`src/rtl/window_sum_pkg.sv`:
```
// Shared mode encodings, default widths and the saturating-add helper for window_sum_proc.
package window_sum_pkg;

   localparam logic MODE_WINDOW = 1'b0;
   localparam logic MODE_CUMUL  = 1'b1;

   localparam int unsigned DATA_W_DEF = 8;
   localparam int unsigned DEPTH_DEF  = 8;
   localparam int unsigned SUM_W_DEF  = DATA_W_DEF + $clog2(DEPTH_DEF);
   localparam int unsigned CNT_W_DEF  = $clog2(DEPTH_DEF + 1);

   typedef struct packed {
      logic        hit;    // result was clamped to max
      logic [31:0] value;
   } sat_res_t;

   // min(a + b, max); widths up to 32 bits, computed with one guard bit.
   function automatic sat_res_t sat_add(input logic [31:0] a, input logic [31:0] b,
                                        input logic [31:0] max);
      sat_res_t    res;
      logic [32:0] wide;
      wide = {1'b0, a} + {1'b0, b};
      if (wide > {1'b0, max}) begin
         res.hit   = 1'b1;
         res.value = max;
      end else begin
         res.hit   = 1'b0;
         res.value = wide[31:0];
      end
      return res;
   endfunction

endpackage

```
`src/rtl/sample_ring.sv`:
```
// Circular sample store: write pointer, fill count and the oldest (next-to-evict) entry.
module sample_ring #(
   parameter int unsigned DATA_W = 8,
   parameter int unsigned DEPTH  = 8,
   parameter int unsigned CNT_W  = $clog2(DEPTH + 1)
) (
   input  logic              clk,
   input  logic              clear,
   input  logic              push,
   input  logic [DATA_W-1:0] data_in,
   output logic [DATA_W-1:0] oldest,
   output logic              full,
   output logic [CNT_W-1:0]  count
);

   localparam int unsigned PTR_W = $clog2(DEPTH);

   logic [DATA_W-1:0] mem [DEPTH];
   logic [PTR_W-1:0]  wr_ptr_q;
   logic [CNT_W-1:0]  count_q;

   // Storage is not reset; entries beyond count are never used.
   always_ff @(posedge clk) begin
      if (push && !clear) begin
         mem[wr_ptr_q] <= data_in;
      end
   end

   // Pointer wraps naturally because DEPTH is a power of two.
   always_ff @(posedge clk) begin
      if (clear) begin
         wr_ptr_q <= '0;
         count_q  <= '0;
      end else if (push) begin
         wr_ptr_q <= wr_ptr_q + PTR_W'(1);
         if (count_q != CNT_W'(DEPTH)) begin
            count_q <= count_q + CNT_W'(1);
         end
      end
   end

   // Once full, the slot about to be overwritten holds the oldest sample.
   assign oldest = mem[wr_ptr_q];
   assign full   = (count_q == CNT_W'(DEPTH));
   assign count  = count_q;

endmodule

```
`src/rtl/window_sum_proc.sv`:
```
// Streaming sliding-window / saturating cumulative sum with valid/ready on both sides.
module window_sum_proc
   import window_sum_pkg::*;
#(
   parameter int unsigned DATA_W = DATA_W_DEF,
   parameter int unsigned DEPTH  = DEPTH_DEF,
   parameter int unsigned SUM_W  = DATA_W + $clog2(DEPTH),
   parameter int unsigned CNT_W  = $clog2(DEPTH + 1)
) (
   input  logic              clk,
   input  logic              rst,
   input  logic              clear,
   input  logic              mode,
   input  logic              in_valid,
   output logic              in_ready,
   input  logic [DATA_W-1:0] data_in,
   output logic              out_valid,
   input  logic              out_ready,
   output logic [SUM_W-1:0]  sum_out,
   output logic [CNT_W-1:0]  count_out,
   output logic              sat_out
);

   localparam logic [SUM_W-1:0] SUM_MAX = '1;

   logic              accept;
   logic              flush;
   logic [DATA_W-1:0] oldest;
   logic              full;
   logic              mode_q;
   logic [SUM_W-1:0]  sum_q;
   logic [SUM_W-1:0]  sum_d;
   logic              sat_q;
   logic              sat_hit;
   logic              out_valid_q;
   sat_res_t          cum;

   assign flush    = rst || clear;
   assign in_ready = !clear && (!out_valid_q || out_ready);
   assign accept   = in_valid && in_ready && !rst;

   sample_ring #(
      .DATA_W (DATA_W),
      .DEPTH  (DEPTH),
      .CNT_W  (CNT_W)
   ) u_ring (
      .clk     (clk),
      .clear   (flush),
      .push    (accept),
      .data_in (data_in),
      .oldest  (oldest),
      .full    (full),
      .count   (count_out)
   );

   // Next sum: exact window arithmetic, or clamped cumulative add.
   always_comb begin
      cum     = sat_add(32'(sum_q), 32'(data_in), 32'(SUM_MAX));
      sum_d   = sum_q;
      sat_hit = 1'b0;
      if (mode_q == MODE_CUMUL) begin
         sum_d   = SUM_W'(cum.value);
         sat_hit = cum.hit;
      end else begin
         sum_d = sum_q + SUM_W'(data_in) - (full ? SUM_W'(oldest) : '0);
      end
   end

   // Mode latch, sum, sticky saturation and output valid stage.
   always_ff @(posedge clk) begin
      if (flush) begin
         mode_q      <= mode;
         sum_q       <= '0;
         sat_q       <= 1'b0;
         out_valid_q <= 1'b0;
      end else if (accept) begin
         sum_q       <= sum_d;
         sat_q       <= sat_q || sat_hit;
         out_valid_q <= 1'b1;
      end else if (out_ready) begin
         out_valid_q <= 1'b0;
      end
   end

   assign sum_out   = sum_q;
   assign sat_out   = sat_q;
   assign out_valid = out_valid_q;

endmodule
```
`config.mk`:
```
export PLATFORM = sky130hd
export DESIGN_NAME = window_sum_proc
export DESIGN_NICKNAME = d
export VERILOG_FILES = /design/src/rtl/window_sum_pkg.sv /design/src/rtl/sample_ring.sv /design/src/rtl/window_sum_proc.sv
export SDC_FILE = /design/constraint.sdc
export NUM_CORES = 1
export LEC_CHECK = 0
export CAP_MARGIN = 20
export CORE_MARGIN = 10
export CORE_UTILIZATION = 35
export DETAILED_ROUTE_END_ITERATION = 10
export MAX_ROUTING_LAYER = met4
export PLACE_DENSITY = 0.54
export SLEW_MARGIN = 10
export SYNTH_ARGS = -nofsm -noshare
export SYNTH_HDL_FRONTEND = slang
export SYNTH_SLANG_ARGS = --single-unit
```
`constraint.sdc`:
```
create_clock -name clk -period 3.4 [get_ports clk]
set_clock_uncertainty 0.2 [all_clocks]
set_input_delay 0.51 -clock clk [delete_from_list [all_inputs] [get_ports clk]]
set_output_delay 0.51 -clock clk [all_outputs]
set_load 0.05 [all_outputs]
```
==> impl_metrics.env, run 1 <==
export IMPL_leakagePower_nw=2.109
export IMPL_clk_pin_slew_ps=80
export IMPL_setup_ws_ps=-148.8
export IMPL_ys_ff_latch=88
export IMPL_ys_warn_count=0
export IMPL_layout_drive_gt1_share_pct=25.83
export IMPL_die_w_um=134.7
export IMPL_ys_flop_type="edfxtp_1"
export IMPL_multi_input_area_um2=2128
export IMPL_cts_tree="built"
export IMPL_irDropWorstVdd_v=0.0002430
export IMPL_clk_latency_ps=350
export IMPL_power_frac_clock_pct=37.3
export IMPL_clock_sinks=88
export IMPL_syn_num_nets=419
export IMPL_dr_pass1_iters=5
export IMPL_ys_seq_area_share_pct=52.38
export IMPL_switchingPower_mw=0.7115
export IMPL_die_area_um2=18150
export IMPL_postRouteAntennaNets=0
export IMPL_whs_path_depth=2
export IMPL_highest_layer="met4"
export IMPL_antennaDiodeCount=0
export IMPL_crit_top_cell="buf_4"
export IMPL_seqPwrFrac_pct=44.4
export IMPL_grt_usage_pct=13.09
export IMPL_layout_min_cycle_time_ps=3549
export IMPL_p_int_mw=1.970
export IMPL_synth_top_area_share_pct=42.38
export IMPL_fin_nets=495
export IMPL_p_comb_share_pct=18.3
export IMPL_hp_class="reg2reg"
export IMPL_grt_pass1_wl_um=17870
export IMPL_grt_setup_unrepaired="true"
export IMPL_critPathKind="reg2reg"
export IMPL_cts_buffer_depth=2
export IMPL_slew_limit_headroom_pct=48.62
export IMPL_row_count=41
export IMPL_synth_area_um2=4606
export IMPL_ys_top_cells_by_area="edfxtp_1, dfxtp_1, mux4_2"
export IMPL_antenna_found_initial=0
export IMPL_rr_worst_depth=15
export IMPL_dp_final_hpwl_um=7897
export IMPL_drc=0
export IMPL_initialDrtViolationCount=227
export IMPL_failed_checks="setup timing"
export IMPL_vias_per_cell=4.936
export IMPL_overflow=0
export IMPL_placed_area_um2=5419
export IMPL_crit_chain="buf_12, buf_4, mux4_2, mux2i_2, nor2_1, fa_1, inv_1, ha_4, o21ai_0, nor2_2, o22ai_2, buf_4, o21ai_2, xor2_1, a21oi_1"
export IMPL_wl_per_cell_um=17.86
export IMPL_cp_required_ps=3440
export IMPL_ff_latch_area_um2=2419
export IMPL_powerDensity_nw_per_um2=453.7
export IMPL_slew_violations=0
export IMPL_cts_root_buffer="clkbuf_16"
export IMPL_synth_distinct_cells=52
export IMPL_wl_met2_um=5040
export IMPL_worstSetupStartpointType="flip-flop"
export IMPL_avgSynthCellArea_um2=12.38
export IMPL_wirelength_um=11160
export IMPL_vias=3085
export IMPL_htreeDepth=3
export IMPL_fmax_mhz=281.8
export IMPL_worstPathArrival_ps=3590
export IMPL_post_route_period_util_pct=104.4
export IMPL_worst_pin_slew_ps=770.7
export IMPL_cpMaxStageDelayCell="mux4_2"
export IMPL_synthesis_instances=372
export IMPL_yosysMostFrequentCell="edfxtp_1"
export IMPL_ios=32
export IMPL_cts_buffers=9
export IMPL_synthToLayoutAreaGrowth_pct=28.33
export IMPL_hold_start="u_ring.count[1]"
export IMPL_core_um2=12770
export IMPL_outcome="complete, but fails checks"
export IMPL_slowest_delay_ps=500
export IMPL_initial_utilization_pct=36.06
export IMPL_dr_wl_met3_um=432
export IMPL_synth_edf_count=65
export IMPL_synthTopCellsByCount="edfxtp_1, inv_1, nor2_1, ha_1, dfxtp_1"
export IMPL_gp_congestion=0.8459
export IMPL_final_area_um2=5911
export IMPL_drt_met1_wl_um=5541
export IMPL_end_kind="flip-flop"
export IMPL_async_flop_share_pct=0
export IMPL_swShare_pct=26.53
export IMPL_report_final_setup_viol=3
export IMPL_synth_top_cell_by_area="edfxtp_1"
export IMPL_holdWs_ps=288.3
export IMPL_grt_max_degree=21
export IMPL_pre_cts_ws_ps=-167.9
export IMPL_critPathMaxFanout=7
export IMPL_n_fill_cell=1170
export IMPL_hold_viol=0
export IMPL_cap_violations=0
export IMPL_first_global_vias=3200
export IMPL_die_height_um=134.7
export IMPL_portBuffers=31
## worst paths after layout
check                                       end  slack, ps
worst min-delay path            u_ring.count[1]        290
worst max-delay path                sum_out[10]       -150
worst max register to register      sum_out[10]       -150
worst min register to register  u_ring.count[1]        290
## critical path: cells and delay by family (launching register included)
| family | cells | cell delay [ps] |
|---|---|---|
| buf+inv | 4 | 470 |
| xor+xnor | 1 | 160 |
| flops | 1 | 390 |
| fa+ha+maj | 2 | 760 |
| compound gates | 4 | 410 |
| mux | 2 | 720 |
| simple gates | 2 | 320 |
## metal layers
layer  GRT usage [%]  vias to the layer above
met1           18.13                     1507
met3           3.338                       12
met4           3.990                        0
met5               -                        -
met2           18.35                       55
li1                -                     1511
## cell usage in the layout, fill, tap and decap left out, types with 5 or more instances in the layout
cell / synthesis / layout
a21oi_1: 18 / 18
buf_4: 1 / 42
clkbuf_16: 0 / 9
clkdlybuf4s50_1: 0 / 31
dfxtp_1: 23 / 20
edfxtp_1: 65 / 65
fa_1: 9 / 8
ha_1: 24 / 18
inv_1: 37 / 35
mux2i_1: 9 / 5
mux4_2: 16 / 16
nand2_1: 17 / 17
nand2b_1: 5 / 5
nand3_1: 11 / 11
nor2_1: 35 / 34
nor3_1: 5 / 5
o21ai_0: 14 / 13
o21ai_1: 8 / 6
xnor2_1: 11 / 10
xor2_1: 7 / 7
## per-stage QoR
stage          utilization (%)  total power, mW  instances  TNS [ps]
2_1_floorplan                -            1.498        372         0
3_3_place_gp             42.42            1.652        604    -512.3
3_5_place_dp             42.42            1.652        604    -870.5
4_1_cts                  45.58            2.680        624    -223.0
5_1_grt                  46.27            2.796        625     -1175
6_report                 46.27            2.681        625    -338.4
## registers in the layout (all words and copies together) (netlist names), named ones only
signal           cells
u_ring.mem          64
sum_out             11
out_valid            1
mode_q               1
u_ring.count         4
sat_out              1
u_ring.wr_ptr_q      3
## power groups by stage
stage,Combinational [mW],Sequential [mW],Clock [mW]
after floorplan,0.264,1.23,0
after global placement,0.437,1.22,0
after detailed placement,0.438,1.21,0
after CTS,0.465,1.19,1.02
after global routing,0.539,1.19,1.06
final,0.491,1.19,0.999
## layout make-up
type / instances / area share, %
Multi-Input combinational cell: 235 / 36.01
Sequential cell: 88 / 40.92
Inverter: 37 / 2.350
Tap cell: 172 / 3.641
Timing Repair Buffer: 77 / 12.07
Clock buffer: 10 / 3.874
Clock inverter: 6 / 1.143
## logic make-up after synthesis
kind of cell / share of synthesized area (%)
AOI/OAI and AO/OA: 10.89
and+or+nand+nor: 8.911
buffers and inverters: 4.184
adders and majority gates: 10.43
xor gates and xnor gates: 3.423
DFF: 52.38
muxes: 9.780
## repair_timing
| action | 4_1_cts | 5_1_grt |
|---|---|---|
| gates cloned | 1 | 0 |
| resized for setup | 14 | 16 |
| pin swaps | 6 | 12 |
| endpoints found under the hold margin | 0 | 0 |
| buffers inserted | 3 | 1 |
| hold buffers | 0 | 0 |
| endpoints found under the setup margin | 7 | 7 |
(Power assumes the default switching activity.)
==> run 2: changes to the inputs <==
--- a/config.mk
+++ b/config.mk
@@ -9,6 +9,7 @@
 export CORE_MARGIN = 10
 export CORE_UTILIZATION = 35
 export DETAILED_ROUTE_END_ITERATION = 10
+export HOLD_SLACK_MARGIN = 0.08
 export MAX_ROUTING_LAYER = met4
 export PLACE_DENSITY = 0.54
 export SLEW_MARGIN = 10
==> results of run 2 <==
Same layout as run 1: the final DEF is identical, and so are final timing and power.
==> run 3: changes to the inputs <==
--- a/config.mk
+++ b/config.mk
@@ -5,13 +5,15 @@
 export SDC_FILE = /design/constraint.sdc
 export NUM_CORES = 1
 export LEC_CHECK = 0
+export ABC_AREA = 1
+export ABC_CLOCK_PERIOD_IN_PS = 3400
 export CAP_MARGIN = 20
 export CORE_MARGIN = 10
-export CORE_UTILIZATION = 35
+export CORE_UTILIZATION = 25
 export DETAILED_ROUTE_END_ITERATION = 10
 export HOLD_SLACK_MARGIN = 0.08
 export MAX_ROUTING_LAYER = met4
-export PLACE_DENSITY = 0.54
+export PLACE_DENSITY = 0.42
 export SLEW_MARGIN = 10
 export SYNTH_ARGS = -nofsm -noshare
 export SYNTH_HDL_FRONTEND = slang
==> run 3 against run 2 <==
Final area is 2.9% higher. Global-route usage is 2.2 points lower. Clock power hardly changed. Synthesized cell count is 48% higher. Hold slack better by 4.3 ps. The run now ends clean. Clock-buffer cell count is 1 lower. Critical endpoint is now sum_out[6]. Combinational power is 18% lower. Power is 2.9% lower. Cell count is 40% higher. Critical path type unchanged. Sequential share of layout area is 1.2 points lower. Largest power group unchanged. Wire length is 20% higher. Utilization is 15 points lower.
==> impl_metrics.env, run 3 <==
export IMPL_outcome="completed"
export IMPL_ys_flop_type="edfxtp_1"
export IMPL_clock_sinks=88
export IMPL_cts_buffers=9
export IMPL_postRouteAntennaNets=0
export IMPL_synth_top_family_by_area="simple AND/OR/NAND/NOR gates"
export IMPL_post_route_period_util_pct=93.14
export IMPL_n_fill_cell=2052
export IMPL_htreeDepth=3
export IMPL_synthTopCellsByCount="nor2_1, inv_1, nand2_1, edfxtp_1, o21ai_0"
export IMPL_irDropWorstVdd_v=0.0002438
export IMPL_swShare_pct=27.48
export IMPL_avgSynthCellArea_um2=8.965
export IMPL_setup_ws_ps=233.3
export IMPL_cp_required_ps=3430
export IMPL_grt_max_degree=33
export IMPL_ys_top_cells_by_area="edfxtp_1, dfxtp_1, nor2_1"
export IMPL_ios=32
export IMPL_syn_num_nets=597
export IMPL_die_area_um2=25740
export IMPL_vias=3922
export IMPL_grtUsageMet2_pct=18.03
export IMPL_synth_area_um2=4931
export IMPL_cap_violations=0
export IMPL_yosys_area_share_simple_pct=20.02
export IMPL_grtUsageMet1_pct=13.42
export IMPL_p_int_mw=1.888
export IMPL_cts_root_buffer="clkbuf_16"
export IMPL_worstSetupStartpointType="flip-flop"
export IMPL_post_route_util_pct=31.24
export IMPL_die_height_um=160.4
export IMPL_ctsHoldBuffers=0
export IMPL_hold_start="sat_out"
export IMPL_largest_reg_flops=64
export IMPL_cts_tree="built"
export IMPL_placed_area_um2=5705
export IMPL_leakagePower_nw=2.422
export IMPL_final_cell_mix="nor2_1, inv_1, nand2_1"
export IMPL_die_w_um=160.4
export IMPL_synth_xor_area_share_pct=1.776
export IMPL_end_kind="flip-flop"
export IMPL_report_final_setup_viol=0
export IMPL_final_area_um2=6080
export IMPL_critPathKind="reg2reg"
export IMPL_synth_mux_area_share_pct=0
export IMPL_ys_ff_latch=88
export IMPL_clk_latency_ps=340
export IMPL_clk_pin_slew_ps=70
export IMPL_portBuffers=31
export IMPL_layout_drive_gt1_share_pct=12.79
export IMPL_ys_warn_count=0
export IMPL_ys_seq_area_share_pct=48.92
export IMPL_layout_min_cycle_time_ps=3167
export IMPL_synthToLayoutAreaGrowth_pct=23.29
export IMPL_hp_class="reg2reg"
export IMPL_final_common_cell="nor2_1"
export IMPL_dp_final_hpwl_um=10210
export IMPL_holdWs_ps=292.6
export IMPL_critPathMaxFanout=32
export IMPL_initial_utilization_pct=25.34
export IMPL_finalPower_mw=2.603
export IMPL_grt_pass1_wl_um=21760
export IMPL_grt_use_met3_pct=1.585
export IMPL_p_comb_share_pct=15.5
export IMPL_largest_register="u_ring.mem"
export IMPL_core_um2=19460
export IMPL_initialDrtViolationCount=199
export IMPL_fin_nets=652
export IMPL_synth_compound_area_share_pct=11.67
export IMPL_fin_setup_tns_ps=0
export IMPL_vias_per_cell=4.482
export IMPL_pre_cts_ws_ps=96.83
export IMPL_antenna_found_initial=0
export IMPL_synth_top_cell_by_area="edfxtp_1"
export IMPL_overflow=0
export IMPL_synthAdderAreaFrac_pct=9.744
export IMPL_worst_pin_slew_ps=527.6
export IMPL_synth_distinct_cells=35
export IMPL_drc=0
export IMPL_row_count=51
export IMPL_finalNonFillerCells=875
export IMPL_switchingPower_mw=0.7154
export IMPL_fmax_mhz=315.8
export IMPL_wirelength_um=13450
export IMPL_grt_most_used_layer="met2"
export IMPL_first_global_vias=4051
export IMPL_dr_pass1_iters=4
export IMPL_synth_edf_count=65
export IMPL_async_flop_share_pct=0
export IMPL_synthesis_instances=550
export IMPL_power_frac_clock_pct=39.2
export IMPL_cts_buffer_depth=2
export IMPL_antennaDiodeCount=0
export IMPL_hold_viol=0
export IMPL_worstPathArrival_ps=3200
export IMPL_slew_violations=0
export IMPL_dp_cells=856
export IMPL_wl_per_cell_um=15.37
export IMPL_slew_limit_headroom_pct=64.72
export IMPL_seqPwrFrac_pct=45.4
export IMPL_yosysMostFrequentCell="nor2_1"
export IMPL_gp_congestion=0.8635
export IMPL_grt_usage_pct=10.89
export IMPL_powerDensity_nw_per_um2=428.1
export IMPL_synth_top_area_share_pct=39.58
[run 3: cell types whose count changed after synthesis, moves of 9 or more]
cell,delta
nor2_1,+62
nand2_1,+61
inv_1,+43
o21ai_0,+17
mux4_2,-16
o32ai_1,+16
nand3_1,+12
mux2i_1,-9
[run 3: layout make-up]
cell class | count | area [µm²] | area share, %
flip-flops and latches | 88 | 2415 | 39.72
multi-input cells | 364 | 2163 | 35.58
repair buffers | 58 | 548.0 | 9.014
well taps | 265 | 331.6 | 5.454
inverters | 84 | 319.1 | 5.248
clock buffers | 9 | 225.2 | 3.704
clock inverters | 7 | 77.57 | 1.276
[run 3: what timing repair did]
action                                  in CTS  in global routing
gates resized for setup                      0                 10
endpoints found under the setup margin       0                  6
setup buffers                                0                  3
[run 3: kinds of logic (layout without fill, tap and decap cells)]
logic type                 Yosys count  after routing
xor gates and xnor gates            10             10
AOI/OAI and AO/OA                   97             97
adders and majority gates           33             33
buffers and inverters               98            158
and+or+nand+nor                    224            224
DFF                                 88             88
[run 3: layer usage]
layer | vias to the layer above | part of all wire (%)
met3 | 10 | 2.9
met4 | 0 | 1.2
met2 | 73 | 50
met1 | 1900 | 46
li1 | 1939 | -
met5 | - | 0
[run 3: path summary, 6_finish.rpt]
kind / to / slack, ps / depth (start not counted)
worst max-delay path: sum_out[6] / 230 / 15
worst min-delay path: sat_out / 290 / 2
worst max register to register: sum_out[6] / 230 / 15
worst min register to register: sat_out / 290 / 2
[run 3: power groups by stage]
| stage | combinational [mW] | clock, mW | sequential, mW |
|---|---|---|---|
| 2_1_floorplan | 0.243 | 0 | 1.22 |
| 3_3_place_gp | 0.401 | 0 | 1.20 |
| 3_5_place_dp | 0.397 | 0 | 1.20 |
| 4_1_cts | 0.400 | 1.04 | 1.18 |
| 5_1_grt | 0.456 | 1.08 | 1.18 |
| 6_report | 0.403 | 1.02 | 1.18 |
[run 3: worst max-delay path, stage by stage (launching register included)]
cell	delay [ps]
dfxtp_1	420
inv_2	70
buf_12	170
nor2_1	110
o32ai_1	90
o21ai_0	150
nor2_1	90
fa_1	480
inv_1	70
fa_1	490
nand3_1	110
nand3_1	160
a21oi_2	190
nor2_1	50
o21ai_1	140
nor2_1	60
